$ cat src/rtl/dds_pkg.sv
// dds_pkg: shared definitions for the DDS datapath blocks.
//   div_state_t : sequential divider FSM encoding (IDLE / RUN / DONE).
//   DIV_M       : default divider operand width.
//   div_cnt_w() : step-counter width for a given operand width. It must be
//                 able to hold the value m itself, hence $clog2(m+1).
package dds_pkg;

  typedef enum logic [1:0] {
    DIV_IDLE = 2'd0,
    DIV_RUN  = 2'd1,
    DIV_DONE = 2'd2
  } div_state_t;

  localparam int DIV_M = 12;

  function automatic int div_cnt_w(input int m);
    return $clog2(m + 1);
  endfunction

  localparam int DIV_CNT_W = div_cnt_w(DIV_M);

endpackage

$ cat src/rtl/seq_divider_div_step.sv
// div_step: one combinational restoring-division step.
//   i_r    [m-1:0] : partial remainder before the step
//   i_bit          : next dividend bit, shifted in at the LSB
//   i_dvs  [m-1:0] : divisor
//   o_r    [m-1:0] : partial remainder after the step
//   o_qbit         : quotient bit produced by this step
module div_step
  import dds_pkg::*;
#(
  parameter int m = 12
) (
  input  logic [m-1:0] i_r,
  input  logic         i_bit,
  input  logic [m-1:0] i_dvs,
  output logic [m-1:0] o_r,
  output logic         o_qbit
);

  logic [m:0] w_t;
  logic [m:0] w_diff;
  logic       w_ge;

  // The m+1 bit trial value exists only for the compare. Either branch fits
  // back into m bits: the difference is below the divisor, and the
  // unrestored value is below the divisor too.
  assign w_t    = {i_r, i_bit};
  assign w_ge   = (w_t >= {1'b0, i_dvs});
  assign w_diff = w_t - {1'b0, i_dvs};

  assign o_r    = w_ge ? w_diff[m-1:0] : w_t[m-1:0];
  assign o_qbit = w_ge;

endmodule

$ cat src/rtl/seq_divider.sv
// seq_divider: sequential restoring divider, one quotient bit per clock.
//   clk, rst_n  : clock, synchronous active-low reset
//   start       : request; accepted only in IDLE or DONE
//   dividend    : [m-1:0] numerator, latched on accept
//   divisor     : [m-1:0] denominator, latched on accept
//   quotient    : [m-1:0] registered result, updated on entry to DONE
//   remainder   : [m-1:0] registered result, updated on entry to DONE
//   busy        : high while iterating (m cycles)
//   done        : one-cycle pulse when results become valid
//   div_by_zero : latched divisor was zero; valid with done
// A zero divisor takes the ordinary path: every step subtracts zero, so the
// quotient saturates to all ones and the remainder reassembles the dividend.
module seq_divider
  import dds_pkg::*;
#(
  parameter int m = 12
) (
  input  logic         clk,
  input  logic         rst_n,
  input  logic         start,
  input  logic [m-1:0] dividend,
  input  logic [m-1:0] divisor,
  output logic [m-1:0] quotient,
  output logic [m-1:0] remainder,
  output logic         busy,
  output logic         done,
  output logic         div_by_zero
);

  localparam int CNT_W = div_cnt_w(m);

  div_state_t r_state, w_state_nxt;

  logic [m-1:0]     r_rem;
  logic [m-1:0]     r_q;
  logic [m-1:0]     r_dvs;
  logic [CNT_W-1:0] r_cnt;
  logic [m-1:0]     r_quot;
  logic [m-1:0]     r_remo;
  logic             r_dbz;

  logic [m-1:0] w_r;
  logic         w_qbit;
  logic         w_accept;
  logic         w_last;

  div_step #(.m(m)) u_step (
    .i_r    (r_rem),
    .i_bit  (r_q[m-1]),
    .i_dvs  (r_dvs),
    .o_r    (w_r),
    .o_qbit (w_qbit)
  );

  assign w_accept = start && (r_state == DIV_IDLE || r_state == DIV_DONE);
  assign w_last   = (r_state == DIV_RUN) && (r_cnt == CNT_W'(1));

  // State register
  always_ff @(posedge clk) begin
    if (!rst_n) r_state <= DIV_IDLE;
    else        r_state <= w_state_nxt;
  end

  // Next-state logic
  always_comb begin
    w_state_nxt = r_state;
    unique case (r_state)
      DIV_IDLE: if (w_accept) w_state_nxt = DIV_RUN;
      DIV_RUN:  if (w_last)   w_state_nxt = DIV_DONE;
      DIV_DONE: w_state_nxt = w_accept ? DIV_RUN : DIV_IDLE;
      default:  w_state_nxt = DIV_IDLE;
    endcase
  end

  // Datapath. The dividend is shifted out of r_q MSB-first while quotient
  // bits are shifted in at the LSB, so after m steps r_q holds the quotient.
  always_ff @(posedge clk) begin
    if (!rst_n) begin
      r_rem  <= '0;
      r_q    <= '0;
      r_dvs  <= '0;
      r_cnt  <= '0;
      r_quot <= '0;
      r_remo <= '0;
      r_dbz  <= 1'b0;
    end else begin
      if (w_accept) begin
        r_rem <= '0;
        r_q   <= dividend;
        r_dvs <= divisor;
        r_cnt <= CNT_W'(m);
      end else if (r_state == DIV_RUN) begin
        r_rem <= w_r;
        r_q   <= {r_q[m-2:0], w_qbit};
        r_cnt <= r_cnt - CNT_W'(1);
      end
      // Results are published only on the edge that enters DONE and then
      // hold through IDLE and the next RUN.
      if (w_last) begin
        r_quot <= {r_q[m-2:0], w_qbit};
        r_remo <= w_r;
        r_dbz  <= (r_dvs == '0);
      end
    end
  end

  assign quotient    = r_quot;
  assign remainder   = r_remo;
  assign div_by_zero = r_dbz;
  assign busy        = (r_state == DIV_RUN);
  assign done        = (r_state == DIV_DONE);

endmodule

$ cat config.mk
export PLATFORM = sky130hd
export DESIGN_NAME = seq_divider
export DESIGN_NICKNAME = d
export VERILOG_FILES = /design/src/rtl/dds_pkg.sv /design/src/rtl/seq_divider_div_step.sv /design/src/rtl/seq_divider.sv
export SDC_FILE = /design/constraint.sdc
export NUM_CORES = 1
export LEC_CHECK = 0
export ABC_AREA = 0
export CORE_MARGIN = 2
export CORE_UTILIZATION = 34
export DETAILED_ROUTE_END_ITERATION = 8
export PLACE_DENSITY = 0.53
export SYNTH_ARGS = -nofsm -noshare
export SYNTH_HDL_FRONTEND = slang
export SYNTH_SLANG_ARGS = --single-unit
$ cat constraint.sdc
create_clock -name clk -period 4.2 [get_ports clk]
set_input_delay 0.63 -clock clk [delete_from_list [all_inputs] [get_ports clk]]
set_output_delay 0.63 -clock clk [all_outputs]
set_load 0.005 [all_outputs]
==> impl_results.md, run 1 <==
- Status: finished, final reports clean
- Chip width: 104 microns
- FMAX: 312 MHz
- Dpl cells: 571
- Cts repair resizes: 0
- NumNets Final: 491
- Worst hold slack: 0.454 ns
- Area growth, synth to finish: 24.1%
- Max-slew violations: 0
- Largest net degree at the start of global routing: 45
- Synthesized area per cell: 8.27 sq um
- Vias in the first global route: 2819
- DR vias: 3008
- Post-synth EDFFs: 0
- Max VDD drop: 0.283 mV
- Slew margin rel.: 32.1%
- Worst hold path class: reg2reg
- Startpoint class of the critical path: flip-flop
- H-Tree Depth: 3
- Starting DRC count in detailed routing: 178
- Drt pass-1 iters: 4
- Final Power: 1.69 mW
- Main combinational cell family by area after synthesis: compound AO/OA/AOI/OAI gates
- Setup Buffers After CTS: 0
- Hold Vio Cnt, Final: 0
- Most frequent cells in the layout: nand2_1 (73), dfxtp_1 (67), clkdlybuf4s50_1 (52), nor2_1 (22)
- Synth Area in Adders: 5.78%
- Final Instance Area: 4190 sq um
- Vias per cell: 5.12
- Core area: 9680 sq um
- Synth cell types: 50
- Synth Flop Type: dfxtp_1
- Syn Inst Count: 408
- Synth async-reset ratio: 0%
- DRC viols: 0
- # rows: 36
- Unrepaired setup endpoints after global routing: no
- Share of cells above drive strength 1: 5.95%
- Inserted Clock Buffers: 9
- Post-DP Area: 3990 sq um
- Setup TNS: 0 ns
- Max-cap violations: 0
- Overflow after GRT: 0
- Critical path class: reg2out
- Simple-gate share of the synthesized area: 21.9%
- ANT cells: 0
- Period Utilization, post-route: 76.4%
- Register area share after synthesis: 39.7%
- Clock-pin slew on the worst setup and hold paths: 0.08 ns
- CP Data Arrival Time: 2.58 ns
- Root Buffer: clkbuf_8
- Seq cells post-synth: 67
- First-pass GRT wire length: 14500 microns
- Clock Sinks: 67
- Clk buf depth: 2
- Syn_nets: 450
- Worst slew pin tran: 1.02 ns
- Min Tclk post-route: 3.21 ns
- Critical path capture point type: output port
- Syn Std Cell Area: 3380 sq um
- Worst-path maximum fanout: 24
- GPL Wtd Cong: 0.801
- Post-Synth XOR/XNOR Area: 2.08%
- Synth Warn #: 0
- Final non-filler cell total: 587
- Routed Antenna Nets: 0
- Hpwl dp: 6000 microns
- Mux cell area share after synthesis: 2.67%
- Final setup vio count: 0
- Initial antenna violation count: 0
- Critical path data required time: 3.57 ns
- CTS tree: built
- Cts hold-fix bufs: 0
- IO Count: 54
- Commonest non-fill, non-tap cell in the layout: nand2_1
- Die area: 10700 sq um
- Synth Area in Compound Gates: 22.1%
- Total GRT Usage: 16.7%
- Clk_skew: 0.0131 ns
- Leak pwr: 1.63 nW
- Starting Density: 34.9%
- WL/cell: 15.0 microns
- DIE HEIGHT: 104 microns
- Worst skew pair latency: 0.34 ns
- P per Cell Area: 404 nW/um^2
- Final WL: 8810 microns
- Number of port buffers: 53
==> layout make-up <==
type / count / area (sq um)
sequential: 67 / 1340
timing repair buffer: 58 / 563
inverter: 21 / 78.8
clock buffer: 10 / 138
fill: 967 / 5490
tap: 133 / 166
clock inverter: 6 / 65.1
multi-input combinational: 292 / 1840
==> report_power, final <==
part / leakage, nW / switching [mW] / internal, mW
clock: 0.102 / 0.260 / 0.290
combinational: 0.976 / 0.256 / 0.185
sequential: 0.547 / 0.0294 / 0.670
total: 1.63 / 0.546 / 1.15
==> stage by stage <==
| stage | utilization (%) | worst slack, ns |
|---|---|---|
| floorplan | - | 1.97 |
| global placement | 41.2 | 1.38 |
| detailed placement | 41.2 | 1.38 |
| CTS | 43.3 | 0.992 |
| global route | 43.3 | 0.794 |
| finish | 43.3 | 0.993 |
==> registers in the layout (all words and copies together), names as in the netlist <==
signal       cells
div_by_zero      1
r_state          2
r_rem           12
remainder       12
r_cnt            4
quotient        12
r_dvs           12
r_q             12
==> worst max-delay path, cell delays in order (launching register included) <==
cell,delay [ns]
dfxtp_1,0.31
nand2b_1,0.56
inv_1,0.47
buf_4,0.34
clkdlybuf4s50_1,0.55
==> Yosys cell counts (6+ instances only) <==
cell	count	area share [%]
nand2_1	73	8.1
dfxtp_1	67	40
clkbuf_1	25	2.8
nor2_1	22	2.4
inv_1	21	2.3
nand3_1	21	3.1
a21boi_0	20	4.4
o21ai_0	20	3.0
a21oi_1	15	2.2
ha_1	14	5.2
mux2i_1	9	2.7
a31oi_1	7	1.3
o211a_1	7	2.1
o221ai_1	7	1.8
a21boi_1	6	1.3
nand4_1	6	1.1
xnor2_1	6	1.6
==> cells by family (layout without fill, tap and decap cells) <==
group,count (synthesis),after routing
simple gates,154,154
compound gates,106,106
flops,67,67
buf+inv,49,95
fa+ha+maj,15,15
mux,9,9
xor+xnor,8,8
==> worst paths after layout <==
path / from / to / slack, ns / depth (start not counted)
max: r_state[1] / busy / 0.99 / 4
min: quotient[4] / quotient[4] / 0.45 / 2
max reg2reg: r_state[1] / remainder[8] / 1.47 / 6
min reg2reg: quotient[4] / quotient[4] / 0.45 / 2
==> layer usage <==
layer	global-route usage [%]	part of all wire, %	vias up
met1	22.8	48	1417
met4	4.34	0.62	0
met3	3.90	5.1	4
met5	0	0	-
li1	-	-	1515
met2	26.5	46	72
(Power assumes the default switching activity.)
==> inputs of run 2 (changes only) <==
--- a/config.mk
+++ b/config.mk
@@ -9,7 +9,7 @@
 export CORE_MARGIN = 2
 export CORE_UTILIZATION = 34
 export DETAILED_ROUTE_END_ITERATION = 8
-export PLACE_DENSITY = 0.53
+export PLACE_DENSITY = 0.55
 export SYNTH_ARGS = -nofsm -noshare
 export SYNTH_HDL_FRONTEND = slang
 export SYNTH_SLANG_ARGS = --single-unit
==> constraint.sdc (replaced) <==
create_clock -name clk -period 2.91 [get_ports clk]
set_input_delay 0.4365 -clock clk [delete_from_list [all_inputs] [get_ports clk]]
set_output_delay 0.4365 -clock clk [all_outputs]
set_load 0.005 [all_outputs]
==> run 2 against run 1 <==
Against the previous run:
- clock power is 61% higher
- worst hold slack got worse by 0.00084 ns
- clock skew down 0.0018 ns
- setup slack got worse by 0.69 ns
- flip-flop and latch count is the same
- die area did not move
- via count fell by 0.60%
- total power rose by 50%
- global-route usage shrank 0.13 points
- first-iteration DRC count fell by 26%
- sequential share of layout area fell by 0.54 points
- critical endpoint is now r_rem[2]
==> impl_results.md, run 2 (synthesized netlist as in run 1, its figures left out) <==
- Worst skew pair latency: 0.35 ns
- Starting Density: 34.9%
- Total GRT Usage: 16.5%
- Most frequent cells in the layout: nand2_1 (73), dfxtp_1 (67), clkdlybuf4s50_1 (53), nor2_1 (22)
- Starting DRC count in detailed routing: 131
- Share of cells above drive strength 1: 6.96%
- Worst hold path class: reg2reg
- Routed Antenna Nets: 0
- Root Buffer: clkbuf_8
- Cts hold-fix bufs: 0
- GPL Wtd Cong: 0.847
- Max VDD drop: 0.325 mV
- DIE HEIGHT: 104 microns
- WL/cell: 14.6 microns
- Unrepaired setup endpoints after global routing: no
- Min Tclk post-route: 2.61 ns
- Inserted Clock Buffers: 9
- Status: finished, final reports clean
- P per Cell Area: 594 nW/um^2
- Drt pass-1 iters: 4
- ANT cells: 0
- Setup Buffers After CTS: 0
- First-pass GRT wire length: 14500 microns
- Startpoint class of the critical path: flip-flop
- Cts repair resizes: 0
- Setup TNS: 0 ns
- Number of port buffers: 53
- Die area: 10700 sq um
- Critical path class: reg2reg
- Largest net degree at the start of global routing: 50
- Final setup vio count: 0
- Chip width: 104 microns
- CTS tree: built
- Worst path top cell family by delay: simple AND/OR/NAND/NOR gates
- Leak pwr: 1.65 nW
- Overflow after GRT: 0
- Clock Sinks: 67
- Final non-filler cell total: 593
- CP cell instances: inv_1, ha_1, nand4_2, nor4_4, a2111oi_4, o311ai_1, buf_4, mux2i_1, a21oi_1
- Clock-pin slew on the worst setup and hold paths: 0.08 ns
- NumNets Final: 497
- Worst-path maximum fanout: 10
- Max-cap violations: 0
- Worst slew pin tran: 0.755 ns
- IO Count: 54
- Commonest non-fill, non-tap cell in the layout: nand2_1
- CP max stage delay: 0.49 ns
- CP Data Arrival Time: 2.83 ns
- Vias in the first global route: 2900
- Initial antenna violation count: 0
- Worst path slowest cell: ha_1
- Critical path data required time: 3.14 ns
- Max-slew violations: 0
- Worst Path Buf+Inv: 2
- Clk_skew: 0.0113 ns
- Hpwl dp: 6020 microns
- Dpl cells: 577
- Slew margin rel.: 49.4%
- # rows: 36
- H-Tree Depth: 3
- Clk buf depth: 2
- Critical path capture point type: flip-flop
- FMAX: 384 MHz
- Vias per cell: 5.04
- Final WL: 8650 microns
- DRC viols: 0
- Period Utilization, post-route: 89.6%
- Hold Vio Cnt, Final: 0
- Core area: 9680 sq um
- DR vias: 2990
- Area growth, synth to finish: 26.2%
==> run 2: cell count changes in the layout (fill, tap and decap cells not counted) <==
cell / previous run / this run
bufinv_16: 1 / 2
buf_2: 1 / 0
clkdlybuf4s50_1: 52 / 53
inv_6: 0 / 1
buf_4: 5 / 11
clkinvlp_4: 1 / 3
clkinv_2: 2 / 0
clkinv_4: 2 / 1
clkbuf_8: 10 / 9
==> run 2: power breakdown <==
part	switching [mW]	internal [mW]	leakage [nW]	total, mW
clock network	0.397	0.487	0.102	0.883
logic	0.364	0.275	1.01	0.639
registers	0.0420	0.967	0.547	1.01
total	0.803	1.73	1.65	2.53
==> run 2: worst paths after layout <==
path	from	to	slack, ns	cells after the start
worst max register to register	r_dvs[6]	r_rem[2]	0.30	9
worst min register to register	quotient[10]	quotient[10]	0.45	2
worst max-delay path	r_dvs[6]	r_rem[2]	0.30	9
worst min-delay path	quotient[10]	quotient[10]	0.45	2
==> run 2: final cells by class <==
| class | instances | area (sq um) |
|---|---|---|
| flip-flops and latches | 67 | 1340 |
| clock buffers | 9 | 124 |
| well taps | 133 | 166 |
| clock inverters | 7 | 100 |
| inverters | 21 | 78.8 |
| repair buffers | 64 | 613 |
| fillers | 1000 | 5420 |
| multi-input cells | 292 | 1840 |
==> run 2: layer usage <==
metal  wire (microns)  GRT usage, %  vias up
met4              104          3.86        0
met5                0             0        -
met3              332          4.72       10
met2             3800          26.3       68
met1             4410          22.2     1384
li1                 -             -     1528
==> run 2: through the flow <==
| step | util (%) | power [mW] | area (sq um) | hold slack [ns] | worst slack [ns] |
|---|---|---|---|---|---|
| after global routing | 44.0 | 2.67 | 4260 | 0.478 | 0.0989 |
| after CTS | 44.0 | 2.56 | 4260 | 0.456 | 0.298 |
| final | 44.0 | 2.53 | 4260 | 0.453 | 0.304 |
| after global placement | 41.7 | 1.67 | 4040 | 0.442 | 0.331 |
| after floorplan | - | 1.50 | 3380 | 0.444 | 0.678 |
| after detailed placement | 41.7 | 1.67 | 4040 | 0.444 | 0.290 |
==> run 2: tightest hold or removal path: cells and delay by family, from the launching register on <==
kind | cells | cell delay, ns
flip-flops | 1 | 0.31
AND/OR/NAND/NOR | 1 | 0.05
AO/OA/AOI/OAI | 1 | 0.05
==> variant 1 (flow settings as in run 2) <==
Re-encode `div_state_t` (3 states) as one-hot, 3 bits wide.
--- a/src/rtl/dds_pkg.sv
+++ b/src/rtl/dds_pkg.sv
@@ -5,10 +5,10 @@
 //                 able to hold the value m itself, hence $clog2(m+1).
 package dds_pkg;
 
-  typedef enum logic [1:0] {
-    DIV_IDLE = 2'd0,
-    DIV_RUN  = 2'd1,
-    DIV_DONE = 2'd2
+  typedef enum logic [2:0] {
+    DIV_IDLE = 3'b001,
+    DIV_RUN  = 3'b010,
+    DIV_DONE = 3'b100
   } div_state_t;
 
   localparam int DIV_M = 12;
Formal check against the unedited RTL: same outputs for any inputs over 10 cycles, from zero or initial values and one cycle with rst_n low; not proved beyond that.
==> variant 1 against run 2 <==
Clock skew fell by 0.0011 ns; sequential cell count rose by 1; wire length rose by 0.98%; die area fell by 0.74%; maximum frequency fell by 1.0%; total power fell by 6.0%; setup slack got worse by 0.027 ns; combinational power fell by 29%; cell area fell by 0.76%; register-to-register slack improved by 0.04 ns; area after synthesis fell by 0.78%; largest cell class unchanged.
==> variant 1: results (changes against run 2) <==
| Metric | Value |
|---|---|
| Status | complete, no violations (unchanged) |
| Last element of the critical path | busy (was r_rem[2]) |
| Peak supply drop | 231.2 uV (was 324.5 uV) |
| DR iter-0 viols | 135 (was 131) |
| #MultiIn Comb | 282 (was 292) |
| Post-synthesis compound-gate area fraction | 25.18% (was 22.05%) |
| Synth Area in XOR/XNOR | 2.876% (was 2.076%) |
| Reg-to-reg startpoint | r_dvs[7] (was r_dvs[6]) |
| Vias in the first global route | 2761 (was 2900) |
| Met1 usage | 23.35% (was 22.23%) |
| Met2 GRT Util | 25.87% (was 26.35%) |
| Setup crit start | r_state[0] (was r_dvs[6]) |
| Mux cell area share after synthesis | 1.195% (was 2.669%) |
| Critical path's slowest cell | clkdlybuf4s50_1 (was ha_1) |
| CP Max Fanout | 11 (was 10) |
| Plain + repair buffers | 62 (was 64) |
| Final #Nets | 483 (was 497) |
| Post-synthesis sequential area ratio | 40.64% (was 39.73%) |
| Top post-synthesis cells by area | dfxtp_1 (41%), nand2_1 (8.2%), a21boi_0 (6.1%) (was dfxtp_1 (40%), nand2_1 (8.1%), ha_1 (5.2%)) |
| Delay-heaviest family, CP | buffers and inverters (was simple AND/OR/NAND/NOR gates) |
| Post-Synth Adder-Cell Area | 5.827% (was 5.782%) |
| Pin count of the biggest net entering global routing | 41 (was 50) |
| Worst reg2reg path endpoint | remainder[2] (was r_rem[2]) |
| Minimum clock period | 2.633 ns (was 2.606 ns) |
| TritonRoute pass-1 iters | 5 (was 4) |
| Met2 wire len | 3910 um (was 3798 um) |
| First-pass GRT wire length | 13740 um (was 14460 um) |
| Fraction of cell area in non-clock buffers | 14.14% (was 14.39%) |
| Gr usage total | 16.91% (was 16.53%) |
| Fraction of area in clock buffers and inverters | 5.592% (was 5.255%) |
| Gpl congestion | 0.8878 (was 0.8469) |
| Dpl hpwl | 6198 um (was 6025 um) |
| Fillers | 978 (was 1000) |
| Multi-input combinational area share | 42.54% (was 43.13%) |
| Number of non-clock inverters | 18 (was 21) |
| Avg WL per Cell | 15.10 um (was 14.58 um) |
| Synth Net Count | 436 (was 450) |
| Clock Skew | 0.01022 ns (was 0.01128 ns) |
| Synthesized flop and latch total | 68 (was 67) |
| H-tree Lvls | 3 (unchanged) |
| Pre-CTS setup slack | 0.3709 ns (was 0.2899 ns) |
| M1 wire length | 4267 um (was 4410 um) |
| Relative slew slack | 21.71% (was 49.39%) |
| Drt via density | 5.106 (was 5.042) |
| Met3 usage | 2.823% (was 4.720%) |
| R2R setup slack | 0.34 ns (was 0.30 ns) |
==> variant 1: cell count changes in the layout (fill, tap and decap cells not counted), moves of 7 or more <==
cell and change:
a21boi_0 +7, a21oi_1 +8, a222oi_1 +12, nand3_1 -9, nor2_1 -14, nor2b_1 +11
o221ai_1 -7
==> variant 1: tightest hold or removal path, stage by stage (launching register included) <==
cell and delay, ns:
dfxtp_1 0.31, nand2_1 0.05, a21boi_1 0.05
==> variant 1: through the flow <==
stage               std cells  area [um2]
floorplan                 394        3349
global placement          563        3993
detailed placement        563        3993
CTS                       578        4229
global route              578        4229
finish                    578        4229
==> variant 1: power by group <==
| part | total, mW | leakage [nW] | internal (mW) | switching, mW |
|---|---|---|---|---|
| combinational | 0.451 | 0.952 | 0.194 | 0.257 |
| sequential | 0.988 | 0.552 | 0.961 | 0.0268 |
| clock | 0.942 | 0.120 | 0.567 | 0.374 |
==> variant 2 (flow settings as in run 2) <==
Made on the original files. `m` is set to 12 in 2 places; all go to 24.
--- a/src/rtl/seq_divider_div_step.sv
+++ b/src/rtl/seq_divider_div_step.sv
@@ -7,7 +7,7 @@
 module div_step
   import dds_pkg::*;
 #(
-  parameter int m = 12
+  parameter int m = 24
 ) (
   input  logic [m-1:0] i_r,
   input  logic         i_bit,
--- a/src/rtl/seq_divider.sv
+++ b/src/rtl/seq_divider.sv
@@ -13,7 +13,7 @@
 module seq_divider
   import dds_pkg::*;
 #(
-  parameter int m = 12
+  parameter int m = 24
 ) (
   input  logic         clk,
   input  logic         rst_n,
Interface: changed (resized dividend, divisor, quotient and remainder); port bits go from 54 to 102. No check against the original RTL was run, so the function may have changed too.
==> variant 2 against run 2 <==
Utilization rose by 6.4 points; sequential cell count rose by 61; cell area rose by 110%; non-clock buffer count rose by 113; area after synthesis rose by 86%; cell count rose by 99%; clock power rose by 150%; combinational power rose to 3.2 times the old value; critical path type unchanged; total power rose by 140%; setup slack got worse by 0.28 ns; global-route usage rose by 3.1 points; count of clock-buffer cells in the layout rose by 9; critical endpoint is now remainder[13]; wire length rose by 130%.
==> variant 2: results (changes against run 2) <==
| Metric | Value |
|---|---|
| Status | complete, no violations (unchanged) |
| M1 wire length | 9756 um (was 4410 um) |
| Post-layout util | 50.45% (was 44.01%) |
| Pin count of the biggest net entering global routing | 49 (was 50) |
| Top post-synthesis cells by area | dfxtp_1 (41%), a21oi_1 (8.8%), nand2_1 (7.9%) (was dfxtp_1 (40%), nand2_1 (8.1%), ha_1 (5.2%)) |
| Worst-Margin Slew | 0.6616 ns (was 0.7546 ns) |
| Mean Syn Cell Area | 7.842 um2 (was 8.274 um2) |
| Cell count after placement | 1140 (was 577) |
| Root Buffer | clkbuf_16 (was clkbuf_8) |
| CTS buffer count | 17 (was 9) |
| Met1 usage | 28.90% (was 22.23%) |
| Dpl cell area | 7866 um2 (was 4038 um2) |
| Vias | 6119 (was 2990) |
| Clk pin slew, worst setup/hold paths | 0.06 ns (was 0.08 ns) |
| CP peak stage delay | 0.55 ns (was 0.49 ns) |
| Gpl congestion | 0.8829 (was 0.8469) |
| TritonRoute pass-1 iters | 5 (was 4) |
| Pleak | 3.371 nW (was 1.654 nW) |
| Clock Skew | 0.006667 ns (was 0.01128 ns) |
| Peak supply drop | 498.0 uV (was 324.5 uV) |
| Clk Latency, worst-skew pair | 0.43 ns (was 0.35 ns) |
| Non-Filler Instances | 1181 (was 593) |
| Port bufs | 101 (was 53) |
| Synth Net Count | 877 (was 450) |
| Dpl hpwl | 13630 um (was 6025 um) |
| Layout cell share with drive strength beyond 1 | 21.11% (was 6.957%) |
| Delay-heaviest family, CP | compound AO/OA/AOI/OAI gates (was simple AND/OR/NAND/NOR gates) |
| Met2 GRT Util | 28.73% (was 26.35%) |
| H-tree Lvls | 4 (was 3) |
| Vias in the first global route | 5738 (was 2900) |
| Worst path arrival time | 3.18 ns (was 2.83 ns) |
| Final #Nets | 1017 (was 497) |
| Fillers | 1762 (was 1000) |
| Met3 usage | 3.407% (was 4.720%) |
| Post-synthesis sequential area ratio | 40.89% (was 39.73%) |
| Netlist cell types | 54 (was 50) |
| CP Max Fanout | 6 (was 10) |
| Met2 wire len | 8754 um (was 3798 um) |
| Critical path's slowest cell | or4b_4 (was ha_1) |
| Most instantiated cells after synthesis | nand2_1 (132), dfxtp_1 (128), a21oi_1 (110) (was nand2_1 (73), dfxtp_1 (67), clkbuf_1 (25)) |
| First-pass GRT wire length | 30590 um (was 14460 um) |
variant 2: cell types whose count changed after synthesis, sizes merged, moves of 12 or more:
cell,run 2,this run
nor2,22,59
o22ai,0,17
nor3,0,27
ha,14,26
a21boi,26,1
o21ai,25,50
a211oi,2,15
dfxtp,67,128
a21oi,15,113
clkbuf,25,49
nand2,73,132
variant 2: final timing paths:
check	startpoint	cells after the start	slack (ns)	to
max reg2reg	r_dvs[13]	9	0.03	remainder[13]
min reg2reg	quotient[18]	2	0.45	quotient[18]
max	r_dvs[13]	9	0.03	remainder[13]
min	quotient[18]	2	0.45	quotient[18]
variant 2: repair_timing:
action | 4_1_cts | 5_1_grt
setup buffers | 0 | 6
pin swaps | 0 | 31
resized for setup | 3 | 103
endpoints found under the setup margin | 18 | 45
gates cloned | 0 | 3
variant 2: kinds of logic after synthesis:
group | synth area share (%)
mux | 3.035
fa+ha+maj | 5.511
compound gates | 21.59
buf+inv | 5.551
simple gates | 20.49
flops | 40.89
xor+xnor | 2.935
variant 2: worst register-to-register path, cell delays in order (launching register included):
cell,delay [ns]
dfxtp_2,0.34
inv_1,0.05
ha_1,0.31
buf_6,0.15
a311o_1,0.40
or4b_4,0.55
a21oi_4,0.37
clkbuf_16,0.26
mux2i_4,0.24
a21oi_1,0.08
variant 2: area by class of cell:
cell class | instances | area, um2 | share of cell area (%)
Sequential cell | 128 | 2591 | 28.49
Clock inverter | 14 | 155.1 | 1.706
Timing Repair Buffer | 177 | 1663 | 18.29
Inverter | 31 | 116.4 | 1.280
Multi-Input combinational cell | 584 | 3842 | 42.25
Tap cell | 229 | 286.5 | 3.151
Clock buffer | 18 | 439.2 | 4.829
variant 2: report_power, final:
part	switching (mW)	internal [mW]	total (mW)
registers	0.0945	1.85	1.95
clock network	0.886	1.30	2.18
logic	1.01	1.02	2.03
